--- src/rtl/dwu.sv ---
// dwu: buffers 64-bit result words and stores each as two 32-bit memory writes
module dwu #(
    parameter int ADDR_W     = 16,
    parameter int CNT_W      = 8,
    parameter int FIFO_DEPTH = 4
) (
    input  logic              sys_clk,
    input  logic              sys_rst,
    input  logic              str_start,
    input  logic [ADDR_W-1:0] str_base_addr,
    input  logic [CNT_W-1:0]  str_count,
    input  logic [63:0]       res_data,
    input  logic              res_valid,
    output logic              res_ready,
    output logic [ADDR_W-1:0] mem_addr,
    output logic [31:0]       mem_wdata,
    output logic              mem_wr_req,
    input  logic              mem_wr_ack,
    output logic              str_busy,
    output logic              str_done
);
    localparam int PW = $clog2(FIFO_DEPTH);

    typedef enum logic [2:0] {IDLE, WAIT, WR_LO, WR_HI, DONE} state_t;

    state_t            state_q, state_d;
    logic [ADDR_W-1:0] addr_q, addr_d;
    logic [CNT_W-1:0]  job_q, job_d, rem_q, rem_d, acc_q, acc_d;
    logic [63:0]       hold_q, hold_d;
    logic [63:0]       fifo_q [FIFO_DEPTH];
    logic [PW-1:0]     wp_q, rp_q;
    logic [PW:0]       cnt_q;
    logic              full, empty, push, pop;

    assign full       = cnt_q == (PW+1)'(FIFO_DEPTH);
    assign empty      = cnt_q == '0;
    assign str_busy   = state_q != IDLE;
    assign str_done   = state_q == DONE;
    // Readiness comes only from registered state, so a same-cycle pop never frees a slot for a push.
    assign res_ready  = str_busy & ~full & (acc_q < job_q);
    assign push       = res_valid & res_ready;
    assign mem_wr_req = (state_q == WR_LO) | (state_q == WR_HI);
    assign mem_addr   = mem_wr_req ? addr_q : '0;
    assign mem_wdata  = state_q == WR_HI ? hold_q[63:32] : state_q == WR_LO ? hold_q[31:0] : '0;

    // Next-state: job setup, head pop into hold, and address/remaining bookkeeping on each ack.
    always_comb begin
        state_d = state_q;
        addr_d  = addr_q;
        job_d   = job_q;
        rem_d   = rem_q;
        acc_d   = acc_q + CNT_W'(push);
        hold_d  = hold_q;
        pop     = 1'b0;
        case (state_q)
            IDLE: if (str_start) begin
                addr_d  = str_base_addr;
                job_d   = str_count;
                rem_d   = str_count;
                acc_d   = '0;
                state_d = str_count == '0 ? DONE : WAIT;
            end
            WAIT: if (!empty) begin
                pop     = 1'b1;
                hold_d  = fifo_q[rp_q];
                state_d = WR_LO;
            end
            WR_LO: if (mem_wr_ack) begin
                addr_d  = addr_q + ADDR_W'(1);
                state_d = WR_HI;
            end
            WR_HI: if (mem_wr_ack) begin
                addr_d = addr_q + ADDR_W'(1);
                rem_d  = rem_q - CNT_W'(1);
                if (rem_q == CNT_W'(1)) begin
                    state_d = DONE;
                end else if (!empty) begin
                    pop     = 1'b1;
                    hold_d  = fifo_q[rp_q];
                    state_d = WR_LO;
                end else begin
                    state_d = WAIT;
                end
            end
            DONE: state_d = IDLE;
            default: state_d = IDLE;
        endcase
    end

    // Control state and FIFO pointers; reset flushes the FIFO and abandons any write.
    always_ff @(posedge sys_clk or posedge sys_rst) begin
        if (sys_rst) begin
            state_q <= IDLE;
            addr_q  <= '0;
            job_q   <= '0;
            rem_q   <= '0;
            acc_q   <= '0;
            hold_q  <= '0;
            wp_q    <= '0;
            rp_q    <= '0;
            cnt_q   <= '0;
        end else begin
            state_q <= state_d;
            addr_q  <= addr_d;
            job_q   <= job_d;
            rem_q   <= rem_d;
            acc_q   <= acc_d;
            hold_q  <= hold_d;
            wp_q    <= wp_q + PW'(push);
            rp_q    <= rp_q + PW'(pop);
            cnt_q   <= cnt_q + (PW+1)'(push) - (PW+1)'(pop);
        end
    end

    // FIFO storage needs no reset; occupancy is tracked by the pointers.
    always_ff @(posedge sys_clk) begin
        if (push) fifo_q[wp_q] <= res_data;
    end
endmodule

--- config.mk ---
export PLATFORM = sky130hd
export DESIGN_NAME = dwu
export DESIGN_NICKNAME = d
export VERILOG_FILES = /design/src/rtl/dwu.sv
export SDC_FILE = /design/constraint.sdc
export NUM_CORES = 1
export LEC_CHECK = 0
export ABC_AREA = 0
export BUFFER_PORTS_ARGS = -buffer_cell sky130_fd_sc_hd__buf_2
export CAP_MARGIN = 10
export CORE_MARGIN = 5
export CORE_UTILIZATION = 45
export CTS_CLUSTER_SIZE = 8
export DETAILED_ROUTE_END_ITERATION = 8
export SLEW_MARGIN = 20
export SYNTH_ARGS = -nofsm -noshare
export SYNTH_HDL_FRONTEND = slang
export SYNTH_SLANG_ARGS = --single-unit
--- constraint.sdc ---
create_clock -name sys_clk -period 7.07 [get_ports sys_clk]
set_clock_uncertainty 0.15 [all_clocks]
set_input_delay 0.3535 -clock sys_clk [delete_from_list [all_inputs] [get_ports sys_clk]]
set_output_delay 0.3535 -clock sys_clk [all_outputs]
set_load 0.05 [all_outputs]
==> impl_metrics.csv <==
group,metric,value,unit
timing,unrepaired_setup_endpoints_after_global_routing,"false",
drt,vias_per_cell,5.25,
timing,worst_slew_pin_slew,1070,ps
setup_path,critical_path.cell_chain,"buf_4 > nor3_1 > a2111oi_2 > nand4b_1 > a21oi_4 > buf_4",
run_status,run_status,"finished clean",
timing,timing.setup.tns,0,ps
synthesis,netlist_area,15300,µm²
cts,clockBufferDepth,3,
setup_path,critical_path.startpoint,"state_q[0]",
timing,setup_viol_count_final,0,
floorplanning,initial_core_util,45.6,%
final_layout,area.growth.synth_to_final,23.0,%
power_and_ir_drop,seqPwrFrac,38.2,%
synthesis,yosys_register_bits,370,
final_layout,antenna_diode_count,0,
hold_path,min-delay-path-class,"in2reg",
final_layout,final_cells,1628,
synthesis,synth_edf_count,256,
timing,final.min_clock_period,4050,ps
cts,cts_tree,"built",
setup_path,cp_slowest_stage_delay,700,ps
timing,timing.slew.headroom,28.7,%
setup_path,worst-r2r-setup-slack,3020,ps
drt,antenna_violating_nets_post_route,0,
floorplanning,site_row_count,67,
power_and_ir_drop,power.density_cell_area,474,nW/µm²
power_and_ir_drop,vdd_drop_max,0.263,mV
global_route,grt_pass1_vias,9090,
timing,timing.final.max_slew_violations,0,
timing,finalHoldWorstSlack,57.1,ps
power_and_ir_drop,cellLeakagePower,7.18,nW
synthesis,avgSynthCellArea,17.1,µm²
setup_path,worst_setup_path_start_kind,"flip-flop",
timing,period_share,57.3,%
cts,cts_setup_buffers,0,
setup_path,critical-path-slowest-cell,"sky130_fd_sc_hd__buf_4",
cts,cts_root_buf,"sky130_fd_sc_hd__clkbuf_16",
synthesis,share_of_the_synthesized_area_in_the_top_cell_type,50.1,%
synthesis,synth_cell_types,59,
cts,clock_latency,550,ps
setup_path,timing.critical_path.mode_cell,"sky130_fd_sc_hd__buf_4",
setup_path,kind_of_cell_adding_the_most_delay_to_the_critical_path,"compound AO/OA/AOI/OAI gates",
synthesis,synth_area_leader_cell,"sky130_fd_sc_hd__edfxtp_1",
global_route,grt_use_total,16.8,%
setup_path,worstSetupEndpointType,"flip-flop",
global_route,grt_first_pass_wirelength,51.1,mm
drt,routed-via-count,8549,
final_layout,share_of_cells_above_drive_strength_1,30.2,%
synthesis,postSynth.topFlopCell,"sky130_fd_sc_hd__edfxtp_1",
cts,clk_pin_slew,50,ps
floorplanning,die_width,195,µm
floorplanning,area_of_the_die,37900,µm²
synthesis,yosys_warnings,0,
cts,h-tree-depth,2,
setup_path,critPathBufInv,2,
placement,place.gp.congestion,0.784,
synthesis,cell_count_after_synthesis,897,
power_and_ir_drop,combinational_share_of_power,36.7,%
cts,clock_sinks,370,
placement,detailedPlacementHpwl,18.7,mm
final_layout,nets,1253,
setup_path,crit_required,7090,ps
setup_path,crit_arrival,4080,ps
synthesis,synth.top_cells.by_area,"sky130_fd_sc_hd__edfxtp_1 50%, sky130_fd_sc_hd__dfrtp_1 19%, sky130_fd_sc_hd__mux4_2 9.4%, sky130_fd_sc_hd__mux2_4 4.8%, sky130_fd_sc_hd__mux2i_1 2.2%",
floorplanning,floorplan.die.height,195,µm
power_and_ir_drop,swShare,36.0,%
global_route,largest_net_degree_at_the_start_of_global_routing,66,
synthesis,syn-num-nets,1007,
power_and_ir_drop,p_sw,0.00323,W
setup_path,setup.worst_path.class,"reg2reg",
floorplanning,coreArea,33600,µm²
power_and_ir_drop,internal_pwr_total,0.00572,W
synthesis,synth_async_sr_flop_share,30.8,%
placement,portBuffers,144,
drt,drt_pre_antenna_iters,5,
floorplanning,design.portCount,145,
timing,finalHoldViolations,0,
global_route,grt_antenna_before_repair,0,
run,max_cap_violations,0,
drt,post_drt_wl_per_cell,19.5,µm
global_route,grt_overflow,0,
drt,drtIter0Drc,324,
placement,dpl.cell_count,1454,
drt,route.final.wire_length,31.8,mm
setup_path,rr_startpoint,"state_q[0]",
setup_path,crit_fanout,45,
hold_path,hold_path.startpoint,"str_base_addr[7]",
drt,drc,0,
power_and_ir_drop,clock_network_fraction_of_design_power,25.1,%
synthesis,seq_area_frac_synth,68.7,%
timing,max_freq,0.247,GHz
cts,cts-buffers-inserted,52,
## kinds of logic (layout without fill, tap and decap cells)
group	after synthesis	after routing	synth area share, %
AO/OA/AOI/OAI	101	101	4.21
XOR/XNOR	10	10	0.571
adder cells (fa/ha/maj)	17	17	1.44
buffers and inverters	67	350	1.98
flip-flops	370	370	68.7
multiplexers	163	163	17.6
AND/OR/NAND/NOR	169	169	5.53
## worst register-to-register path, stage by stage, from the launching register on
cell                        delay, ps
sky130_fd_sc_hd__dfrtp_2          330
sky130_fd_sc_hd__buf_4            620
sky130_fd_sc_hd__nor3_1           230
sky130_fd_sc_hd__a2111oi_2        670
sky130_fd_sc_hd__nand4b_1         240
sky130_fd_sc_hd__a21oi_4          690
sky130_fd_sc_hd__buf_4            710
## registers in the layout, summed over array words and instances, names as in the netlist
| register | cells |
|---|---|
| addr_q | 16 |
| fifo_q | 256 |
| rp_q | 2 |
| rem_q | 8 |
| state_q | 3 |
| acc_q | 8 |
| wp_q | 2 |
| hold_q | 64 |
| cnt_q | 3 |
| job_q | 8 |
## layout make-up
type	instances	area (µm²)
multi-input combinational	460	4560
fill	2672	14700
tap	448	561
timing repair buffer	238	1630
clock buffer	88	1440
sequential	370	10500
inverter	21	81.3
clock inverter	3	58.8
## worst paths after layout
check	cells after the start	to
setup / recovery	6	fifo_q[1][52]
max in group asynchronous	4	state_q[0]
min in group asynchronous	3	addr_q[1]
setup reg to reg	6	fifo_q[1][52]
hold reg to reg	2	job_q[0]
hold / removal	4	addr_q[7]
## synthesized netlist by cell type, types with 3 or more instances
| cell | count |
|---|---|
| sky130_fd_sc_hd__edfxtp_1 | 256 |
| sky130_fd_sc_hd__dfrtp_1 | 114 |
| sky130_fd_sc_hd__mux4_2 | 64 |
| sky130_fd_sc_hd__nor2_1 | 59 |
| sky130_fd_sc_hd__mux2_4 | 49 |
| sky130_fd_sc_hd__a21oi_1 | 34 |
| sky130_fd_sc_hd__mux2i_1 | 34 |
| sky130_fd_sc_hd__nand2_1 | 32 |
| sky130_fd_sc_hd__clkbuf_1 | 26 |
| sky130_fd_sc_hd__o21ai_0 | 25 |
| sky130_fd_sc_hd__inv_1 | 21 |
| sky130_fd_sc_hd__and2_1 | 18 |
| sky130_fd_sc_hd__nand3_1 | 17 |
| sky130_fd_sc_hd__ha_1 | 16 |
| sky130_fd_sc_hd__mux2_2 | 16 |
| sky130_fd_sc_hd__buf_1 | 8 |
| sky130_fd_sc_hd__xor2_1 | 7 |
| sky130_fd_sc_hd__buf_2 | 6 |
| sky130_fd_sc_hd__buf_6 | 6 |
| sky130_fd_sc_hd__and3_1 | 5 |
| sky130_fd_sc_hd__nor4_1 | 5 |
| sky130_fd_sc_hd__a211oi_1 | 4 |
| sky130_fd_sc_hd__a31oi_1 | 4 |
| sky130_fd_sc_hd__nand2b_1 | 4 |
| sky130_fd_sc_hd__nand4_1 | 4 |
| sky130_fd_sc_hd__nor3_1 | 4 |
| sky130_fd_sc_hd__o22a_1 | 4 |
| sky130_fd_sc_hd__o32ai_1 | 4 |
| sky130_fd_sc_hd__a2bb2oi_1 | 3 |
| sky130_fd_sc_hd__nand3b_1 | 3 |
| sky130_fd_sc_hd__o22ai_1 | 3 |
| sky130_fd_sc_hd__or3_1 | 3 |
| sky130_fd_sc_hd__xnor2_1 | 3 |
## placed cells by master, fill, tap and decap left out, drive strengths merged, types with 5 or more instances in the layout
cell type / Yosys / final
mux2: 65 / 65
clkbuf: 26 / 88
inv: 21 / 22
nor4: 5 / 5
mux4: 64 / 64
o21ai: 26 / 26
mux2i: 34 / 34
buf: 20 / 155
ha: 16 / 16
a21oi: 34 / 34
and3: 5 / 5
nand3: 17 / 17
nor2: 59 / 59
xor2: 7 / 7
dfrtp: 114 / 114
and2: 18 / 18
edfxtp: 256 / 256
dlygate4sd3: 0 / 83
nand2: 32 / 32
## power by group through the flow
stage	registers [W]	clock network [W]	logic, W
floorplan	0.00326	0	0.00271
global placement	0.00345	0	0.00328
detailed placement	0.00347	0	0.00331
CTS	0.00344	0.00230	0.00335
global route	0.00350	0.00241	0.00356
finish	0.00342	0.00225	0.00329
## timing repair
item	CTS	global route
hold buffers	83	0
resized for setup	0	0
endpoints found under the hold margin	334	0
setup endpoints to repair	0	0
## routing by layer
| layer | wire length [µm] | global-route usage [%] | vias up | share of wire (%) |
|---|---|---|---|---|
| met2 | 15800 | 28.4 | 218 | 50 |
| li1 | - | - | 3979 | - |
| met3 | 1690 | 3.08 | 50 | 5.3 |
| met1 | 13800 | 22.8 | 4302 | 43 |
| met4 | 539 | 3.88 | 0 | 1.7 |
| met5 | 0 | 0 | - | 0 |
## through the flow
stage	total power [W]	worst slack [ps]	area [µm²]	util (%)
floorplan	0.00598	1830	15300	-
global placement	0.00673	2990	16600	49.2
detailed placement	0.00677	2930	16600	49.2
CTS	0.00909	2950	18900	56.2
global route	0.00947	2800	18900	56.2
finish	0.00895	3020	18900	56.2
(Power assumes the default switching activity.)
